**config.mk**
```make
export PLATFORM = sky130hd
export DESIGN_NAME = dyt_operand_fetch_flat
export DESIGN_NICKNAME = d
export VERILOG_FILES = /design/src/rtl/dyt_pkg.sv /design/src/rtl/dyt_operand_fetch_if.sv /design/src/rtl/dyt_fwd_mux.sv /design/src/rtl/dyt_operand_fetch.sv /design/src/flat_wrapper.sv
export SDC_FILE = /design/constraint.sdc
export NUM_CORES = 1
export LEC_CHECK = 0
export BUFFER_PORTS_ARGS = -buffer_cell sky130_fd_sc_hd__clkbuf_2
export CAP_MARGIN = 25
export CORE_AREA = 2 2 169 171
export CTS_CLUSTER_SIZE = 40
export DETAILED_ROUTE_END_ITERATION = 12
export DIE_AREA = 0 0 171 173
export PLACE_DENSITY = 0.61
export SYNTH_ARGS = -nofsm -noshare
export SYNTH_HDL_FRONTEND = slang
export SYNTH_SLANG_ARGS = --single-unit
export TNS_END_PERCENT = 10
```
**constraint.sdc**
```tcl
create_clock -name clk -period 2.6 [get_ports clk]
set_input_delay 0.13 -clock clk [delete_from_list [all_inputs] [get_ports clk]]
set_output_delay 0.13 -clock clk [all_outputs]
set_load 0.02 [all_outputs]
```
**src/rtl/dyt_pkg.sv**
```systemverilog
// Shared constants and types for the dyt operand-fetch stage.
package dyt_pkg;

  localparam int unsigned XLEN     = 32;
  localparam int unsigned ADDR_W   = 4;
  localparam int unsigned NUM_REGS = 1 << ADDR_W;
  localparam int unsigned CTRL_W   = 16;

  // Operand source, lowest to highest bypass priority.
  typedef enum logic [1:0] {
    FWD_RF  = 2'd0,
    FWD_WB  = 2'd1,
    FWD_MEM = 2'd2,
    FWD_EX  = 2'd3
  } fwd_sel_t;

endpackage

```
**src/rtl/dyt_operand_fetch_if.sv**
```systemverilog
// Decode-side and execute-side handshakes of the operand-fetch stage.
interface dyt_operand_fetch_if;
  import dyt_pkg::*;

  // Decode -> operand fetch
  logic              dec_valid;
  logic              dec_ready;
  logic [ADDR_W-1:0] dec_rs1;
  logic [ADDR_W-1:0] dec_rs2;
  logic              dec_use_rs1;
  logic              dec_use_rs2;
  logic [ADDR_W-1:0] dec_rd;
  logic              dec_wen;
  logic              dec_is_load;
  logic [XLEN-1:0]   dec_imm;
  logic [XLEN-1:0]   dec_pc;
  logic [CTRL_W-1:0] dec_ctrl;

  // Operand fetch -> execute
  logic              out_valid;
  logic              out_ready;
  logic [XLEN-1:0]   out_rs1_data;
  logic [XLEN-1:0]   out_rs2_data;
  logic [ADDR_W-1:0] out_rd;
  logic              out_wen;
  logic              out_is_load;
  logic [XLEN-1:0]   out_imm;
  logic [XLEN-1:0]   out_pc;
  logic [CTRL_W-1:0] out_ctrl;

  // Surrounding pipeline: drives decode fields and execute back-pressure.
  modport master (
    output dec_valid, dec_rs1, dec_rs2, dec_use_rs1, dec_use_rs2, dec_rd,
           dec_wen, dec_is_load, dec_imm, dec_pc, dec_ctrl, out_ready,
    input  dec_ready, out_valid, out_rs1_data, out_rs2_data, out_rd, out_wen,
           out_is_load, out_imm, out_pc, out_ctrl
  );

  // The operand-fetch stage itself.
  modport slave (
    input  dec_valid, dec_rs1, dec_rs2, dec_use_rs1, dec_use_rs2, dec_rd,
           dec_wen, dec_is_load, dec_imm, dec_pc, dec_ctrl, out_ready,
    output dec_ready, out_valid, out_rs1_data, out_rs2_data, out_rd, out_wen,
           out_is_load, out_imm, out_pc, out_ctrl
  );

endinterface

```
**src/rtl/dyt_fwd_mux.sv**
```systemverilog
// Per-source bypass select and load-use hazard detection.
module dyt_fwd_mux
  import dyt_pkg::*;
(
  input  logic [ADDR_W-1:0] i_rs,
  input  logic              i_use,
  input  logic [XLEN-1:0]   i_rf_data,
  // Instruction currently in the output slot (in EX next)
  input  logic              i_slot_valid,
  input  logic              i_slot_wen,
  input  logic              i_slot_is_load,
  input  logic [ADDR_W-1:0] i_slot_rd,
  input  logic [XLEN-1:0]   i_ex_data,
  input  logic              i_mem_wen,
  input  logic [ADDR_W-1:0] i_mem_rd,
  input  logic              i_mem_data_vld,
  input  logic [XLEN-1:0]   i_mem_data,
  input  logic              i_wb_en,
  input  logic [ADDR_W-1:0] i_wb_addr,
  input  logic [XLEN-1:0]   i_wb_data,
  output logic [XLEN-1:0]   o_data,
  output logic              o_hazard
);

  logic     w_nonzero;
  logic     w_ex_hit;
  logic     w_mem_hit;
  logic     w_wb_hit;
  fwd_sel_t w_sel;

  assign w_nonzero = (i_rs != '0);
  assign w_ex_hit  = i_slot_valid & i_slot_wen & (i_slot_rd == i_rs);
  assign w_mem_hit = i_mem_wen & (i_mem_rd == i_rs);
  // RF read-during-write returns the old value, so WB must be bypassed too.
  assign w_wb_hit  = i_wb_en & (i_wb_addr == i_rs);

  // Pick the youngest producer whose value is already available.
  always_comb begin
    w_sel = FWD_RF;
    if (w_ex_hit && !i_slot_is_load) begin
      w_sel = FWD_EX;
    end else if (w_mem_hit && i_mem_data_vld) begin
      w_sel = FWD_MEM;
    end else if (w_wb_hit) begin
      w_sel = FWD_WB;
    end
  end

  // Steer the chosen source; x0 always reads as zero.
  always_comb begin
    o_data = i_rf_data;
    unique case (w_sel)
      FWD_EX:  o_data = i_ex_data;
      FWD_MEM: o_data = i_mem_data;
      FWD_WB:  o_data = i_wb_data;
      default: o_data = i_rf_data;
    endcase
    if (!w_nonzero) begin
      o_data = '0;
    end
  end

  // Stall while the producer is a load not yet returned (in EX or pending in MEM).
  always_comb begin
    o_hazard = i_use & w_nonzero &
               ((w_ex_hit & i_slot_is_load) | (w_mem_hit & ~i_mem_data_vld));
  end

endmodule

```
**src/rtl/dyt_operand_fetch.sv**
```systemverilog
// Operand-fetch stage: register file addressing, bypass, load-use stall and
// the valid/ready output slot feeding execute.
module dyt_operand_fetch
  import dyt_pkg::*;
(
  input  logic                clk,
  input  logic                rst,
  dyt_operand_fetch_if.slave  io_if,
  output logic [ADDR_W-1:0]   o_rf_a_addr,
  output logic [ADDR_W-1:0]   o_rf_b_addr,
  input  logic [XLEN-1:0]     i_rf_a_data,
  input  logic [XLEN-1:0]     i_rf_b_data,
  input  logic [XLEN-1:0]     i_ex_res_data,
  input  logic                i_mem_wen,
  input  logic [ADDR_W-1:0]   i_mem_rd,
  input  logic                i_mem_data_vld,
  input  logic [XLEN-1:0]     i_mem_data,
  input  logic                i_wb_en,
  input  logic [ADDR_W-1:0]   i_wb_addr,
  input  logic [XLEN-1:0]     i_wb_data,
  input  logic                i_flush
);

  logic              w_adv;
  logic              w_hazard_a;
  logic              w_hazard_b;
  logic              w_hazard;
  logic              w_accept;
  logic [XLEN-1:0]   w_rs1_data;
  logic [XLEN-1:0]   w_rs2_data;

  logic              r_valid;
  logic [XLEN-1:0]   r_rs1_data;
  logic [XLEN-1:0]   r_rs2_data;
  logic [ADDR_W-1:0] r_rd;
  logic              r_wen;
  logic              r_is_load;
  logic [XLEN-1:0]   r_imm;
  logic [XLEN-1:0]   r_pc;
  logic [CTRL_W-1:0] r_ctrl;

  assign o_rf_a_addr = io_if.dec_rs1;
  assign o_rf_b_addr = io_if.dec_rs2;

  dyt_fwd_mux u_fwd_a (
    .i_rs           (io_if.dec_rs1),
    .i_use          (io_if.dec_use_rs1),
    .i_rf_data      (i_rf_a_data),
    .i_slot_valid   (r_valid),
    .i_slot_wen     (r_wen),
    .i_slot_is_load (r_is_load),
    .i_slot_rd      (r_rd),
    .i_ex_data      (i_ex_res_data),
    .i_mem_wen      (i_mem_wen),
    .i_mem_rd       (i_mem_rd),
    .i_mem_data_vld (i_mem_data_vld),
    .i_mem_data     (i_mem_data),
    .i_wb_en        (i_wb_en),
    .i_wb_addr      (i_wb_addr),
    .i_wb_data      (i_wb_data),
    .o_data         (w_rs1_data),
    .o_hazard       (w_hazard_a)
  );

  dyt_fwd_mux u_fwd_b (
    .i_rs           (io_if.dec_rs2),
    .i_use          (io_if.dec_use_rs2),
    .i_rf_data      (i_rf_b_data),
    .i_slot_valid   (r_valid),
    .i_slot_wen     (r_wen),
    .i_slot_is_load (r_is_load),
    .i_slot_rd      (r_rd),
    .i_ex_data      (i_ex_res_data),
    .i_mem_wen      (i_mem_wen),
    .i_mem_rd       (i_mem_rd),
    .i_mem_data_vld (i_mem_data_vld),
    .i_mem_data     (i_mem_data),
    .i_wb_en        (i_wb_en),
    .i_wb_addr      (i_wb_addr),
    .i_wb_data      (i_wb_data),
    .o_data         (w_rs2_data),
    .o_hazard       (w_hazard_b)
  );

  // Slot may move when empty or when EX takes it; flush always drains decode.
  assign w_adv           = ~r_valid | io_if.out_ready;
  assign w_hazard        = w_hazard_a | w_hazard_b;
  assign io_if.dec_ready = i_flush | (w_adv & ~w_hazard);
  assign w_accept        = io_if.dec_valid & io_if.dec_ready & ~i_flush;

  // Output slot: flush kills, advance loads or bubbles, otherwise hold.
  always_ff @(posedge clk or negedge rst) begin
    if (!rst) begin
      r_valid    <= 1'b0;
      r_rs1_data <= '0;
      r_rs2_data <= '0;
      r_rd       <= '0;
      r_wen      <= 1'b0;
      r_is_load  <= 1'b0;
      r_imm      <= '0;
      r_pc       <= '0;
      r_ctrl     <= '0;
    end else if (i_flush) begin
      r_valid <= 1'b0;
    end else if (w_adv) begin
      r_valid <= w_accept;
      if (w_accept) begin
        r_rs1_data <= w_rs1_data;
        r_rs2_data <= w_rs2_data;
        r_rd       <= io_if.dec_rd;
        r_wen      <= io_if.dec_wen;
        r_is_load  <= io_if.dec_is_load;
        r_imm      <= io_if.dec_imm;
        r_pc       <= io_if.dec_pc;
        r_ctrl     <= io_if.dec_ctrl;
      end
    end
  end

  assign io_if.out_valid    = r_valid;
  assign io_if.out_rs1_data = r_rs1_data;
  assign io_if.out_rs2_data = r_rs2_data;
  assign io_if.out_rd       = r_rd;
  assign io_if.out_wen      = r_wen;
  assign io_if.out_is_load  = r_is_load;
  assign io_if.out_imm      = r_imm;
  assign io_if.out_pc       = r_pc;
  assign io_if.out_ctrl     = r_ctrl;

endmodule

```
**src/flat_wrapper.sv**
```systemverilog
// flat-port wrapper written by rule: the top's interface ports become plain ports
module dyt_operand_fetch_flat import dyt_pkg::*;
  (clk, rst, o_rf_a_addr, o_rf_b_addr, i_rf_a_data, i_rf_b_data, i_ex_res_data, i_mem_wen, i_mem_rd, i_mem_data_vld, i_mem_data, i_wb_en, i_wb_addr, i_wb_data, i_flush, io_if_dec_valid, io_if_dec_rs1, io_if_dec_rs2, io_if_dec_use_rs1, io_if_dec_use_rs2, io_if_dec_rd, io_if_dec_wen, io_if_dec_is_load, io_if_dec_imm, io_if_dec_pc, io_if_dec_ctrl, io_if_out_ready, io_if_dec_ready, io_if_out_valid, io_if_out_rs1_data, io_if_out_rs2_data, io_if_out_rd, io_if_out_wen, io_if_out_is_load, io_if_out_imm, io_if_out_pc, io_if_out_ctrl);
  dyt_operand_fetch_if io_if_i ();
  input  logic clk;
  input  logic rst;
  output logic [ADDR_W-1:0] o_rf_a_addr;
  output logic [ADDR_W-1:0] o_rf_b_addr;
  input  logic [XLEN-1:0] i_rf_a_data;
  input  logic [XLEN-1:0] i_rf_b_data;
  input  logic [XLEN-1:0] i_ex_res_data;
  input  logic i_mem_wen;
  input  logic [ADDR_W-1:0] i_mem_rd;
  input  logic i_mem_data_vld;
  input  logic [XLEN-1:0] i_mem_data;
  input  logic i_wb_en;
  input  logic [ADDR_W-1:0] i_wb_addr;
  input  logic [XLEN-1:0] i_wb_data;
  input  logic i_flush;
  input wire logic [$bits(io_if_i.dec_valid)-1:0] io_if_dec_valid;
  input wire logic [$bits(io_if_i.dec_rs1)-1:0] io_if_dec_rs1;
  input wire logic [$bits(io_if_i.dec_rs2)-1:0] io_if_dec_rs2;
  input wire logic [$bits(io_if_i.dec_use_rs1)-1:0] io_if_dec_use_rs1;
  input wire logic [$bits(io_if_i.dec_use_rs2)-1:0] io_if_dec_use_rs2;
  input wire logic [$bits(io_if_i.dec_rd)-1:0] io_if_dec_rd;
  input wire logic [$bits(io_if_i.dec_wen)-1:0] io_if_dec_wen;
  input wire logic [$bits(io_if_i.dec_is_load)-1:0] io_if_dec_is_load;
  input wire logic [$bits(io_if_i.dec_imm)-1:0] io_if_dec_imm;
  input wire logic [$bits(io_if_i.dec_pc)-1:0] io_if_dec_pc;
  input wire logic [$bits(io_if_i.dec_ctrl)-1:0] io_if_dec_ctrl;
  input wire logic [$bits(io_if_i.out_ready)-1:0] io_if_out_ready;
  output wire logic [$bits(io_if_i.dec_ready)-1:0] io_if_dec_ready;
  output wire logic [$bits(io_if_i.out_valid)-1:0] io_if_out_valid;
  output wire logic [$bits(io_if_i.out_rs1_data)-1:0] io_if_out_rs1_data;
  output wire logic [$bits(io_if_i.out_rs2_data)-1:0] io_if_out_rs2_data;
  output wire logic [$bits(io_if_i.out_rd)-1:0] io_if_out_rd;
  output wire logic [$bits(io_if_i.out_wen)-1:0] io_if_out_wen;
  output wire logic [$bits(io_if_i.out_is_load)-1:0] io_if_out_is_load;
  output wire logic [$bits(io_if_i.out_imm)-1:0] io_if_out_imm;
  output wire logic [$bits(io_if_i.out_pc)-1:0] io_if_out_pc;
  output wire logic [$bits(io_if_i.out_ctrl)-1:0] io_if_out_ctrl;
  assign io_if_i.dec_valid = io_if_dec_valid;
  assign io_if_i.dec_rs1 = io_if_dec_rs1;
  assign io_if_i.dec_rs2 = io_if_dec_rs2;
  assign io_if_i.dec_use_rs1 = io_if_dec_use_rs1;
  assign io_if_i.dec_use_rs2 = io_if_dec_use_rs2;
  assign io_if_i.dec_rd = io_if_dec_rd;
  assign io_if_i.dec_wen = io_if_dec_wen;
  assign io_if_i.dec_is_load = io_if_dec_is_load;
  assign io_if_i.dec_imm = io_if_dec_imm;
  assign io_if_i.dec_pc = io_if_dec_pc;
  assign io_if_i.dec_ctrl = io_if_dec_ctrl;
  assign io_if_i.out_ready = io_if_out_ready;
  assign io_if_dec_ready = io_if_i.dec_ready;
  assign io_if_out_valid = io_if_i.out_valid;
  assign io_if_out_rs1_data = io_if_i.out_rs1_data;
  assign io_if_out_rs2_data = io_if_i.out_rs2_data;
  assign io_if_out_rd = io_if_i.out_rd;
  assign io_if_out_wen = io_if_i.out_wen;
  assign io_if_out_is_load = io_if_i.out_is_load;
  assign io_if_out_imm = io_if_i.out_imm;
  assign io_if_out_pc = io_if_i.out_pc;
  assign io_if_out_ctrl = io_if_i.out_ctrl;
  dyt_operand_fetch u_core (.clk(clk), .rst(rst), .io_if(io_if_i), .o_rf_a_addr(o_rf_a_addr), .o_rf_b_addr(o_rf_b_addr), .i_rf_a_data(i_rf_a_data), .i_rf_b_data(i_rf_b_data), .i_ex_res_data(i_ex_res_data), .i_mem_wen(i_mem_wen), .i_mem_rd(i_mem_rd), .i_mem_data_vld(i_mem_data_vld), .i_mem_data(i_mem_data), .i_wb_en(i_wb_en), .i_wb_addr(i_wb_addr), .i_wb_data(i_wb_data), .i_flush(i_flush));
endmodule
```
=== After elaboration in Yosys (flattened, before gate mapping) ===
Index checks and enable logic that the tools add are counted.

* Register bits after elaboration: 151
* Bits of input ports: 272
* Output and inout bits: 160
* Word-level logic and storage cells: 69

* Eq/ne operators: 12
* Muxes and demuxes: 12
* Bitwise logic cells: 27
* Reduce and logical (&&, ||, !) cells: 9

{| class="wikitable"
|+ Operator list
! operator !! count
|-
| one-hot mux 32 bit (3 select lines) || 2
|-
| two-way mux 32 bit || 2
|-
| == test 4 bit || 6
|-
| bitwise AND 1 bit || 18
|-
| == test 2 bit (second input constant) || 4
|-
| two-way mux 2 bit || 4
|-
| nonzero test 4 bit || 2
|-
| bitwise OR 1 bit || 5
|-
| == test 2 x 1 -> 1 bit (second input constant) || 2
|-
| logical AND 1 bit || 4
|-
| two-way mux 1 bit || 4
|-
| NOT 1 bit || 4
|-
| AND reduction 3 bit || 1
|-
| nonzero test 2 bit || 1
|-
| zero test 1 bit || 1
|}

=== Logic depth before layout (Yosys ltp) ===
Gate-level depths: netlist of the first run.

* Depth in word-level cells: 13
* Depth in mapped cells: 9
* Depth with buffers taken out: 6

=== By module ===
From an unflattened synthesis of the first run, not the netlist that was laid out.

* Cells, all modules: 771
* Area, all modules: 9318.9 µm²

{| class="wikitable"
|+ Modules (own cells, without submodules)
! module !! instances !! cells each !! area an instance (µm²) !! sequential area each (µm²)
|-
| dyt_operand_fetch || 1 || 331 || 6095.8 || 3778.6
|-
| dyt_fwd_mux || 2 || 220 || 1611.5 || 0.0
|}

=== Worst setup path before layout of the first run ===
Ideal clock, no wire load.

* Path kind: reg2reg
* Start: reg u_core.r_rd[2] (netlist: u_core.io_if.out_rd[2])
* End: reg u_core.r_rs2_data[10] (netlist: u_core.io_if.out_rs2_data[10])
* Setup time: 66 ps
* Data arrival time: 2174 ps
* Required time: 2534 ps
* Setup slack: 360 ps
* Cell stages (with the launch flop): 9
* Path through: dfrtp_1 -> xor2_1 -> nor4_2 -> nand4b_1 -> and3_1 -> clkbuf_1 -> clkbuf_1 -> a221oi_1 -> mux2_1

* Word-level cells in the longest chain between the ends: 12
* Elaborated cells between the ends (all ways): 24
* Those cells by class: eq/ne (5); mux (3); bitwise (14); reduce/logical (2)

{| class="wikitable"
|+ RTL lines
! element !! line !! source
|-
| start: declaration || dyt_operand_fetch.sv:35 || <nowiki>logic [ADDR_W-1:0] r_rd;</nowiki>
|-
| start signal: assignment || dyt_operand_fetch.sv:110 || <nowiki>r_rd <= io_if.dec_rd;</nowiki>
|-
| == test 4 bit || dyt_fwd_mux.sv:32 || <nowiki>assign w_ex_hit = i_slot_valid & i_slot_wen & (i_slot_rd == i_rs);</nowiki>
|-
| bitwise AND 1 bit || dyt_fwd_mux.sv:32 ||
|-
| bitwise AND 1 bit || dyt_fwd_mux.sv:66 || <nowiki>((w_ex_hit & i_slot_is_load) | (w_mem_hit & ~i_mem_data_vld));</nowiki>
|-
| bitwise OR 1 bit || dyt_fwd_mux.sv:66 ||
|-
| bitwise AND 1 bit || dyt_fwd_mux.sv:65 || <nowiki>o_hazard = i_use & w_nonzero &</nowiki>
|-
| bitwise OR 1 bit || dyt_operand_fetch.sv:87 || <nowiki>assign w_hazard = w_hazard_a | w_hazard_b;</nowiki>
|-
| NOT 1 bit || dyt_operand_fetch.sv:88 || <nowiki>assign io_if.dec_ready = i_flush | (w_adv & ~w_hazard);</nowiki>
|-
| bitwise AND 1 bit || dyt_operand_fetch.sv:88 ||
|-
| bitwise OR 1 bit || dyt_operand_fetch.sv:88 ||
|-
| bitwise AND 1 bit (2 in a row) || dyt_operand_fetch.sv:89 || <nowiki>assign w_accept = io_if.dec_valid & io_if.dec_ready & ~i_flush;</nowiki>
|-
| AND reduction 3 bit (no source line) || n/a ||
|-
| end signal: assignment || dyt_operand_fetch.sv:109 || <nowiki>r_rs2_data <= w_rs2_data;</nowiki>
|-
| end: declaration || dyt_operand_fetch.sv:34 || <nowiki>logic [XLEN-1:0] r_rs2_data;</nowiki>
|}

Several ways; a longest one is shown, not always the timed one.
A chain may end at the register's enable or synchronous reset.

=== Worst setup path in the final report of the first run ===
* Start: reg u_core.r_rd[1] (netlist: u_core.io_if.out_rd[1])
* End: out io_if_dec_ready

* Word-level cells in the longest chain between the ends: 9
* Elaborated cells between the ends (all ways): 14
* Those cells by class: eq/ne (2); bitwise (12)

{| class="wikitable"
|+ RTL lines
! element !! line !! source
|-
| == test 4 bit || dyt_fwd_mux.sv:32 ||
|-
| bitwise AND 1 bit || dyt_fwd_mux.sv:32 ||
|-
| bitwise AND 1 bit || dyt_fwd_mux.sv:66 ||
|-
| bitwise OR 1 bit || dyt_fwd_mux.sv:66 ||
|-
| bitwise AND 1 bit || dyt_fwd_mux.sv:65 ||
|-
| bitwise OR 1 bit (*) || dyt_operand_fetch.sv:87 ||
|-
| NOT 1 bit (*) || dyt_operand_fetch.sv:88 ||
|-
| bitwise AND 1 bit (*) || dyt_operand_fetch.sv:88 ||
|-
| bitwise OR 1 bit (*) || dyt_operand_fetch.sv:88 ||
|-
| end: declaration || flat_wrapper.sv:32 || <nowiki>output wire logic [$bits(io_if_i.dec_ready)-1:0] io_if_dec_ready;</nowiki>
|}

Every way passes the cells marked *; elsewhere a longest branch is shown, timed or not.

==> results of run 1 <==
==> layer usage <==
metal  up-vias  routed length [um]  GRT usage [%]
li1       3754                   -              -
met1      4134               12950          25.87
met2       525               15570          35.69
met3        79                3085          6.134
met4         2                1154          9.746
met5         -                  13              0
==> flip-flops by register name, summed over array words and instances, names as in the netlist <==
name,count
u_core.io_if.out_imm,32
u_core.io_if.out_pc,32
u_core.io_if.out_rs1_data,32
u_core.io_if.out_rs2_data,32
u_core.io_if.out_ctrl,16
u_core.io_if.out_rd,4
u_core.io_if.out_is_load,1
u_core.io_if.out_valid,1
u_core.io_if.out_wen,1
==> where the power goes <==
part	leakage, nW	switching [W]	internal [W]
registers	1.76	0.000286	0.00281
clock network	0.292	0.00107	0.00141
logic	3.76	0.00143	0.00106
==> worst max-delay path, stage by stage (launching register included) <==
cell and delay [ps]:
dfrtp_1 430, xor2_1 190, nor4_2 360, a22oi_1 190, o211ai_4 290, buf_12 220
nand2b_1 70, clkbuf_2 150
==> cells by family after synthesis <==
group	after synthesis	share of synthesized area (%)
AND/OR/NAND/NOR	158	8.834
XOR/XNOR	23	2.478
AO/OA/AOI/OAI	165	17.97
buffers and inverters	107	7.371
multiplexers	122	16.87
flip-flops	151	46.48
==> through the flow <==
stage / cell area (um^2) / setup slack [ps]
2_1_floorplan: 8130 / 360.2
3_3_place_gp: 10730 / 282.7
3_5_place_dp: 10730 / 244.5
4_1_cts: 12210 / 43.08
5_1_grt: 12250 / 17.26
6_report: 12250 / 132.9
==> final timing paths <==
path,cells past startpoint,from,end
max,7,u_core.io_if.out_rd[1]$_DFFE_PN0P_,io_if_dec_ready
min,3,i_ex_res_data[31],u_core.io_if.out_rs1_data[31]$_DFFE_PN0P_
max reg2reg,8,u_core.io_if.out_rd[1]$_DFFE_PN0P_,u_core.io_if.out_imm[16]$_DFFE_PN0P_
min reg2reg,1,u_core.io_if.out_imm[2]$_DFFE_PN0P_,u_core.io_if.out_imm[2]$_DFFE_PN0P_
max in group asynchronous,3,rst,u_core.io_if.out_rs1_data[8]$_DFFE_PN0P_
min in group asynchronous,2,rst,u_core.io_if.out_ctrl[1]$_DFFE_PN0P_
==> timing repair <==
action                     4_1_cts  5_1_grt
hold endpoints to repair       140        0
hold buffers                    89        0
setup endpoints to repair        1        1
pin swaps                        0        1
buffers inserted                 0        1
resized for setup                3        0
cloned                           0        1
==> cell usage in the layout, fill, tap and decap left out, drive strengths merged, types with 31 or more instances in the layout <==
cell type      n
clkbuf       451
dfrtp        151
mux2         120
dlygate4sd3   89
nand2         66
buf           42
inv           37
nand3         34
nor2          34
a221oi        32
o221ai        31
==> area by class of cell <==
cell class              count  area, um^2
flip-flops and latches    151        3779
clock inverters            12       115.1
multi-input cells         468        3814
fillers                  2696       15380
inverters                  33       123.9
repair buffers            562        3475
well taps                 378       473.0
clock buffers              20       466.7
diodes                      1       2.502
==> flow_metrics.py, run 1 <==
metrics = {
    "outcome": {
        "outcome": "finished, final reports clean",
    },
    "critical_path": {
        "r2r_slack_ps": 220,
        "worst-path-max-fanout": 16,
        "criticalPathCategory": "reg -> out",
        "cp.arrival_ps": 2340,
        "required_ps": 2470,
        "cp-end-kind": "output pin",
        "start_kind": "flip-flop",
    },
    "finish": {
        "stdcell_count": 1625,
        "syn2layout_area_growth_pct": 50.65,
        "drive_gt1_share_pct": 45.51,
        "nets": 1505,
        "utilization_pct": 44.33,
    },
    "sta": {
        "finalSetupViolations": 0,
        "fin_crit_sh_pct": 94.89,
        "slew_viol_final": 0,
        "min_period_ps": 2467,
        "finalHoldViolCount": 0,
        "finClkSkew_ps": 8.995,
        "worst_pin_slew_ps": 536.2,
        "whs_ps": 23.63,
        "rsz0062_at_grt": "no",
        "max_slew_margin_pct": 64.25,
        "setup_tns_ps": 0,
        "max_freq_ghz": 0.4053,
    },
    "global_route": {
        "grt_first_pass_wirelength_um": 49380,
        "grt_overflow": 0,
        "grtUsageTotal_pct": 21.56,
        "grt_max_degree": 63,
        "grt_pass1_vias": 8850,
        "antenna_found_initial": 2,
    },
    "logic_synthesis": {
        "ys_types": 48,
        "synth.most_common_cell": "dfrtp_1",
        "synthCells": 726,
        "syn_area_per_cell_um2": 11.20,
        "synth_commonest_cells": "151 x dfrtp_1, 70 x mux2_1, 66 x nand2_1",
        "synth-edff-count": 0,
        "synth_top_area_cell": "dfrtp_1",
        "seq_area_frac_synth_pct": 46.48,
        "netlist_area_mm2": 0.008130,
        "synth_warnings": 0,
        "ys_ff_latch": 151,
        "ys.flop_type": "dfrtp_1",
        "async_flop_share_pct": 100.0,
        "netlist.area_leader.share_pct": 46.48,
        "synth_fp_nets": 998,
        "synth_area_leaders": "dfrtp_1 46%, mux2_1 9.7%, mux2_2 6.9%, a311o_1 3.7%, a221oi_1 3.4%",
    },
    "detailed_routing": {
        "dr_total_vias": 8494,
        "drt_iter0_markers": 616,
        "wl_um": 32770,
        "vias_per_cell": 5.227,
        "drc": 0,
        "wl_per_cell_um": 20.17,
        "drt_first_pass_iters": 5,
        "final_antenna_net_count": 0,
    },
    "clock_tree": {
        "clockRootBuffer": "clkbuf_16",
        "numCtsBuffers": 17,
        "clkSinkCount": 151,
        "clock_latency_ps": 430,
        "clock_path_buffers": 2,
        "cts_tree": "yes",
        "h-tree-depth": 4,
        "clk_pin_slew_worst_paths_ps": 70,
    },
    "floorplan": {
        "core-area_mm2": 0.02763,
        "fp-row-count": 61,
        "start_util_pct": 29.43,
        "die_x_um": 171,
        "dieArea_mm2": 0.02958,
        "io_pins": 432,
        "fp.dieH_um": 173,
    },
    "power": {
        "power.leakage_nw": 5.807,
        "total_power_w": 0.008062,
        "cellPowerDensity_mw_per_mm2": 658.3,
        "ir_worst_vdd_v": 0.0003879,
    },
    "worst_hold_path": {
        "hp-class": "in -> reg",
    },
    "run": {
        "drv_cap": 0,
    },
    "place": {
        "dp_hpwl_um": 23730,
        "placed_cells": 1501,
        "place_congestion": 0.8499,
        "portBuffers": 431,
    },
}
(Power assumes the default switching activity.)
==> run 2, diff against run 1 <==
--- a/config.mk
+++ b/config.mk
@@ -11,7 +11,9 @@
 export CTS_CLUSTER_SIZE = 40
 export DETAILED_ROUTE_END_ITERATION = 12
 export DIE_AREA = 0 0 171 173
+export MAX_ROUTING_LAYER = met4
 export PLACE_DENSITY = 0.61
+export RECOVER_POWER = 50
 export SYNTH_ARGS = -nofsm -noshare
 export SYNTH_HDL_FRONTEND = slang
 export SYNTH_SLANG_ARGS = --single-unit
==> flow_metrics.py, run 2 (synthesis results as in run 1) <==
metrics = {
    "outcome": {
        "outcome": "finished, final reports clean",
    },
    "detailed_routing": {
        "drc": 0,
        "vias_per_cell": 5.204,
        "final_antenna_net_count": 0,
        "drt_iter0_markers": 615,
        "drt_first_pass_iters": 5,
        "wl_um": 32930,
        "dr_total_vias": 8462,
        "wl_per_cell_um": 20.25,
    },
    "power": {
        "ir_worst_vdd_v": 0.0003930,
        "cellPowerDensity_mw_per_mm2": 659.2,
        "pwr-share-comb_pct": 30.2,
        "switchingPower_w": 0.002788,
        "seqPwrFrac_pct": 38.7,
        "clkPwrFrac_pct": 31.1,
        "p_sw_share_pct": 34.90,
        "p_int_w": 0.005200,
        "power.leakage_nw": 5.512,
    },
    "floorplan": {
        "dieArea_mm2": 0.02958,
        "core-area_mm2": 0.02763,
        "io_pins": 432,
        "fp-row-count": 61,
        "fp.dieH_um": 173,
        "start_util_pct": 29.43,
        "die_x_um": 171,
    },
    "sta": {
        "slew_viol_final": 0,
        "finalSetupViolations": 0,
        "worst_pin_slew_ps": 1476,
        "finClkSkew_ps": 7.697,
        "setup_tns_ps": 0,
        "rsz0062_at_grt": "no",
        "max_slew_margin_pct": 1.605,
        "max_freq_ghz": 0.4071,
        "fin_crit_sh_pct": 94.48,
        "min_period_ps": 2456,
        "finalHoldViolCount": 0,
    },
    "finish": {
        "final_cell_mix": "335 x clkbuf_2, 151 x dfrtp_1, 98 x clkbuf_1, 89 x dlygate4sd3_1, 70 x mux2_1",
        "final_common_cell": "clkbuf_2",
        "nets": 1505,
        "fillers": 2750,
        "utilization_pct": 43.85,
        "multiInputGateArea_mm2": 0.003814,
        "drive_gt1_share_pct": 37.64,
        "syn2layout_area_growth_pct": 49.03,
        "layout.area.seq_mm2": 0.003779,
    },
    "global_route": {
        "grt_first_pass_wirelength_um": 49410,
        "grt_overflow": 0,
        "grtUsageTotal_pct": 22.26,
        "grt_max_degree": 63,
        "met1_usage_pct": 26.72,
        "use_met3_pct": 5.310,
        "grt_most_used_layer": "met2",
        "antenna_found_initial": 2,
        "grt.met2_usage_pct": 35.70,
        "grt_pass1_vias": 8838,
    },
    "critical_path": {
        "required_ps": 2470,
        "r2r_slack_ps": 230,
        "criticalPathCategory": "reg -> out",
        "worstReg2RegStart": "u_core.io_if.out_rd[1]$_DFFE_PN0P_",
        "worstRegToRegCells": 8,
        "reg2reg_to": "u_core.io_if.out_imm[16]$_DFFE_PN0P_",
        "start_kind": "flip-flop",
        "cp.arrival_ps": 2330,
        "worst-path-max-fanout": 16,
        "cp-end-kind": "output pin",
    },
    "worst_hold_path": {
        "hp-start": "i_ex_res_data[31]",
        "min_delay_path_depth": 3,
        "hp-class": "in -> reg",
        "hold_end": "u_core.io_if.out_rs1_data[31]$_DFFE_PN0P_",
    },
    "clock_tree": {
        "numCtsBuffers": 17,
        "clock_latency_ps": 420,
        "clk_pin_slew_worst_paths_ps": 70,
        "clock_path_buffers": 2,
        "clockRootBuffer": "clkbuf_16",
        "clkSinkCount": 151,
        "h-tree-depth": 4,
        "cts_tree": "yes",
    },
    "place": {
        "portBuffers": 431,
        "dp_hpwl_um": 23730,
        "place_congestion": 0.8633,
    },
    "run": {
        "drv_cap": 0,
    },
}
## run 2: cell count changes in the layout (fill, tap and decap cells not counted)
cell	delta
clkbuf_1	+98
buf_4	-2
clkbuf_2	-95
diode_2	+1
buf_6	-1
## run 2: how the worst max path moves through the flow
stage	from	endpoint	slack (ps)
after detailed placement	io_if_dec_rs1[2]	u_core.io_if.out_pc[27]$_DFFE_PN0P_	240
after CTS	u_core.io_if.out_rd[1]$_DFFE_PN0P_	io_if_dec_ready	40
after global routing	u_core.io_if.out_rd[1]$_DFFE_PN0P_	io_if_dec_ready	7
after floorplan	u_core.io_if.out_rd[2]$_DFFE_PN0P_	u_core.io_if.out_rs2_data[10]$_DFFE_PN0P_	360
after global placement	io_if_dec_rs1[2]	u_core.io_if.out_imm[29]$_DFFE_PN0P_	280
final	u_core.io_if.out_rd[1]$_DFFE_PN0P_	io_if_dec_ready	140
## run 2: timing repair
action / in CTS / in global routing
hold buffers: 89 / 0
cloned: 0 / 1
resized for setup: 3 / 0
buffers inserted: 0 / 1
hold endpoints to repair: 140 / 0
setup endpoints to repair: 1 / 1
pin swaps: 0 / 1
## run 2: final cells by class
class	count	share of cell area, %
multi-input cells	468	31.47
flip-flops and latches	151	31.19
repair buffers	562	27.57
well taps	378	3.903
clock buffers	20	3.852
inverters	33	1.022
clock inverters	12	0.9500
diodes	2	0.04131
## run 2: worst max-delay path, cell delays in order, from the launching register on
cell and delay (ps):
dfrtp_1 430, xor2_1 190, nor4_2 360, a22oi_1 190
o211ai_4 290, buf_12 220, nand2b_1 70, clkbuf_2 150
## run 2: power by group through the flow
stage	Combinational, W	Sequential, W	Clock, W
3_5_place_dp	0.00236	0.00312	0
6_report	0.00241	0.00309	0.00248
2_1_floorplan	0.000766	0.00366	0
5_1_grt	0.00257	0.00315	0.00265
3_3_place_gp	0.00234	0.00311	0
4_1_cts	0.00247	0.00309	0.00255
## run 2: routing by layer
metal	vias to the layer above	part of all wire (%)
li1	3751	-
met1	4132	41
met3	72	8.6
met2	507	47
met4	0	3.4
met5	-	0
## run 2: through the flow
| stage | hold slack, ps | area, um^2 | total power, W | cells | setup WS (ps) |
|---|---|---|---|---|---|
| floorplan | -165.6 | 8130 | 0.004427 | 726 | 360.2 |
| global placement | 138.3 | 10730 | 0.005449 | 1501 | 282.7 |
| detailed placement | 148.3 | 10730 | 0.005482 | 1501 | 244.5 |
| CTS | 7.799 | 12210 | 0.008106 | 1622 | 43.08 |
| global route | 34.33 | 12120 | 0.008373 | 1626 | 6.563 |
| finish | 26.43 | 12120 | 0.007988 | 1626 | 143.5 |
==> run 3, diff against run 2 <==
--- a/config.mk
+++ b/config.mk
@@ -7,12 +7,12 @@
 export LEC_CHECK = 0
 export BUFFER_PORTS_ARGS = -buffer_cell sky130_fd_sc_hd__clkbuf_2
 export CAP_MARGIN = 25
-export CORE_AREA = 2 2 169 171
+export CORE_AREA = 2 2 167 169
 export CTS_CLUSTER_SIZE = 40
 export DETAILED_ROUTE_END_ITERATION = 12
-export DIE_AREA = 0 0 171 173
+export DIE_AREA = 0 0 169 171
 export MAX_ROUTING_LAYER = met4
-export PLACE_DENSITY = 0.61
+export PLACE_DENSITY = 0.62
 export RECOVER_POWER = 50
 export SYNTH_ARGS = -nofsm -noshare
 export SYNTH_HDL_FRONTEND = slang
==> flow_metrics.py, run 3 (synthesis results as in run 1) <==
metrics = {
    "power": {
        "power.leakage_nw": 5.441,
        "cellPowerDensity_mw_per_mm2": 671.5,
        "switchingPower_w": 0.002855,
        "seqPwrFrac_pct": 38.2,
        "ir_worst_vdd_v": 0.0004356,
        "clkPwrFrac_pct": 32.1,
        "pwr-share-comb_pct": 29.7,
        "p_sw_share_pct": 35.25,
        "p_int_w": 0.005245,
    },
    "sta": {
        "worst_pin_slew_ps": 1814,
        "max_freq_ghz": 0.4112,
        "min_period_ps": 2432,
        "finClkSkew_ps": 11.83,
        "max_slew_margin_pct": -20.93,
        "rsz0062_at_grt": "no",
        "finalSetupViolations": 0,
        "worst_slack_ps": 168.3,
        "setup_tns_ps": 0,
        "slew_viol_final": 28,
        "finalHoldViolCount": 0,
        "fin_crit_sh_pct": 93.53,
    },
    "detailed_routing": {
        "drt_iter0_markers": 646,
        "drt_first_pass_iters": 6,
        "dr_total_vias": 8407,
        "wl_um": 33210,
        "vias_per_cell": 5.281,
        "drc": 0,
        "wl_per_cell_um": 20.86,
        "final_antenna_net_count": 0,
    },
    "floorplan": {
        "start_util_pct": 29.76,
        "die_x_um": 169,
        "fp.dieH_um": 171,
        "io_pins": 432,
        "core-area_mm2": 0.02732,
        "fp-row-count": 61,
        "dieArea_mm2": 0.02890,
    },
    "global_route": {
        "antenna_found_initial": 6,
        "grt_pass1_vias": 8535,
        "grt_overflow": 0,
        "grtUsageTotal_pct": 23.00,
        "grt_first_pass_wirelength_um": 49090,
        "grt_max_degree": 85,
    },
    "finish": {
        "drive_gt1_share_pct": 36.21,
        "final_cell_mix": "316 x clkbuf_2, 151 x dfrtp_1, 115 x clkbuf_1, 88 x dlygate4sd3_1, 70 x mux2_1",
        "final_common_cell": "clkbuf_2",
        "nets": 1499,
        "syn2layout_area_growth_pct": 48.35,
        "fillers": 2654,
    },
    "worst_hold_path": {
        "hp-start": "i_ex_res_data[31]",
        "hp-class": "in -> reg",
        "hold_end": "u_core.io_if.out_rs1_data[31]$_DFFE_PN0P_",
        "min_delay_path_depth": 3,
    },
    "place": {
        "pre_cts_ws_ps": 221.4,
        "place_congestion": 0.9116,
        "portBuffers": 431,
        "dp_hpwl_um": 23520,
    },
    "critical_path": {
        "required_ps": 2900,
        "start_kind": "flip-flop",
        "worst-path-max-fanout": 57,
        "cp_slowest_stage_delay_ps": 440,
        "r2r_slack_ps": 170,
        "reg2reg_to": "u_core.io_if.out_imm[20]$_DFFE_PN0P_",
        "worstRegToRegCells": 8,
        "crit_path_top_delay_cell": "dfrtp_1",
        "criticalPathCategory": "reg -> reg",
        "worstReg2RegStart": "u_core.io_if.out_rd[0]$_DFFE_PN0P_",
        "crit_chain": "xor2_1, nor4_2, a22oi_1, o211ai_4, buf_4, nor2_4, buf_12, mux2_2",
        "cp-end-kind": "flip-flop",
        "cp.arrival_ps": 2730,
    },
    "run": {
        "drv_cap": 1,
    },
    "clock_tree": {
        "h-tree-depth": 4,
        "clock_path_buffers": 2,
        "clkSinkCount": 151,
        "cts_tree": "yes",
        "clockRootBuffer": "clkbuf_16",
        "clock_latency_ps": 420,
        "numCtsBuffers": 17,
        "clk_pin_slew_worst_paths_ps": 70,
    },
    "outcome": {
        "outcome": "complete, but fails checks",
        "violations": "max-capacitance violations, max-slew violations",
    },
}
## run 3: cell count changes in the layout (fill, tap and decap cells not counted), sizes merged
cell,change
dlygate4sd3,-1
diode,+4
bufinv,+1
inv,+3
buf,-3
clkinvlp,+3
clkbuf,-4
clkinv,-5
## run 3: power groups by stage
stage	Clock, W	Sequential (W)	Combinational (W)
2_1_floorplan	0	0.00366	0.000766
3_3_place_gp	0	0.00312	0.00233
3_5_place_dp	0	0.00313	0.00236
4_1_cts	0.00268	0.00309	0.00247
5_1_grt	0.00277	0.00315	0.00256
6_report	0.00260	0.00310	0.00240
## run 3: per-stage QoR
| step | total power (W) | instances | util, % | hold WS [ps] | area (um^2) |
|---|---|---|---|---|---|
| after floorplan | 0.004427 | 726 | - | -165.6 | 8130 |
| after global placement | 0.005452 | 1463 | 39.01 | 37.02 | 10660 |
| after detailed placement | 0.005494 | 1463 | 39.01 | 33.52 | 10660 |
| after CTS | 0.008246 | 1583 | 44.45 | 2.994 | 12140 |
| after global routing | 0.008485 | 1592 | 44.14 | 23.65 | 12060 |
| final | 0.008100 | 1592 | 44.14 | 30.21 | 12060 |
## run 3: how the worst max path moves through the flow
stage	from	to	slack [ps]	cells past startpoint
CTS	u_core.io_if.out_rd[2]$_DFFE_PN0P_	io_if_dec_ready	50	7
global placement	u_core.io_if.out_rd[2]$_DFFE_PN0P_	u_core.io_if.out_rs2_data[10]$_DFFE_PN0P_	280	7
detailed placement	u_core.io_if.out_rd[2]$_DFFE_PN0P_	u_core.io_if.out_rs2_data[7]$_DFFE_PN0P_	220	7
finish	u_core.io_if.out_rd[0]$_DFFE_PN0P_	u_core.io_if.out_imm[20]$_DFFE_PN0P_	170	8
floorplan	u_core.io_if.out_rd[2]$_DFFE_PN0P_	u_core.io_if.out_rs2_data[10]$_DFFE_PN0P_	360	8
global route	u_core.io_if.out_rd[0]$_DFFE_PN0P_	io_if_dec_ready	50	7
## run 3: cell type report
| class | count | area, um^2 | area share (%) |
|---|---|---|---|
| multi-input cells | 468 | 3820 | 31.67 |
| flip-flops and latches | 151 | 3779 | 31.33 |
| repair buffers | 556 | 3289 | 27.27 |
| clock buffers | 18 | 439.2 | 3.641 |
| well taps | 346 | 432.9 | 3.589 |
| clock inverters | 14 | 162.7 | 1.349 |
| inverters | 33 | 123.9 | 1.027 |
| diodes | 6 | 15.01 | 0.1245 |
## run 3: worst max-delay path, delay by kind of cell, from the launching register on
kind,cells,cell delay [ps]
mux,1,400
buf+inv,2,480
compound gates,2,420
simple gates,2,320
flops,1,440
xor+xnor,1,210
## run 3: what timing repair did
item / 4_1_cts / 5_1_grt
pin swaps: 0 / 2
buffers inserted: 0 / 2
hold buffers: 88 / 0
hold endpoints to repair: 121 / 0
gates resized for setup: 1 / 3
setup endpoints to repair: 1 / 1
gates cloned: 0 / 1
## run 3: metal layers
| layer | up-vias | share of wire (%) | routed length (um) | global-route usage (%) |
|---|---|---|---|---|
| met4 | 0 | 3.2 | 1072 | 8.696 |
| li1 | 3743 | - | - | - |
| met3 | 82 | 8.7 | 2895 | 5.320 |
| met5 | - | 0 | 0 | - |
| met2 | 525 | 48 | 16020 | 38.08 |
| met1 | 4057 | 40 | 13220 | 27.41 |
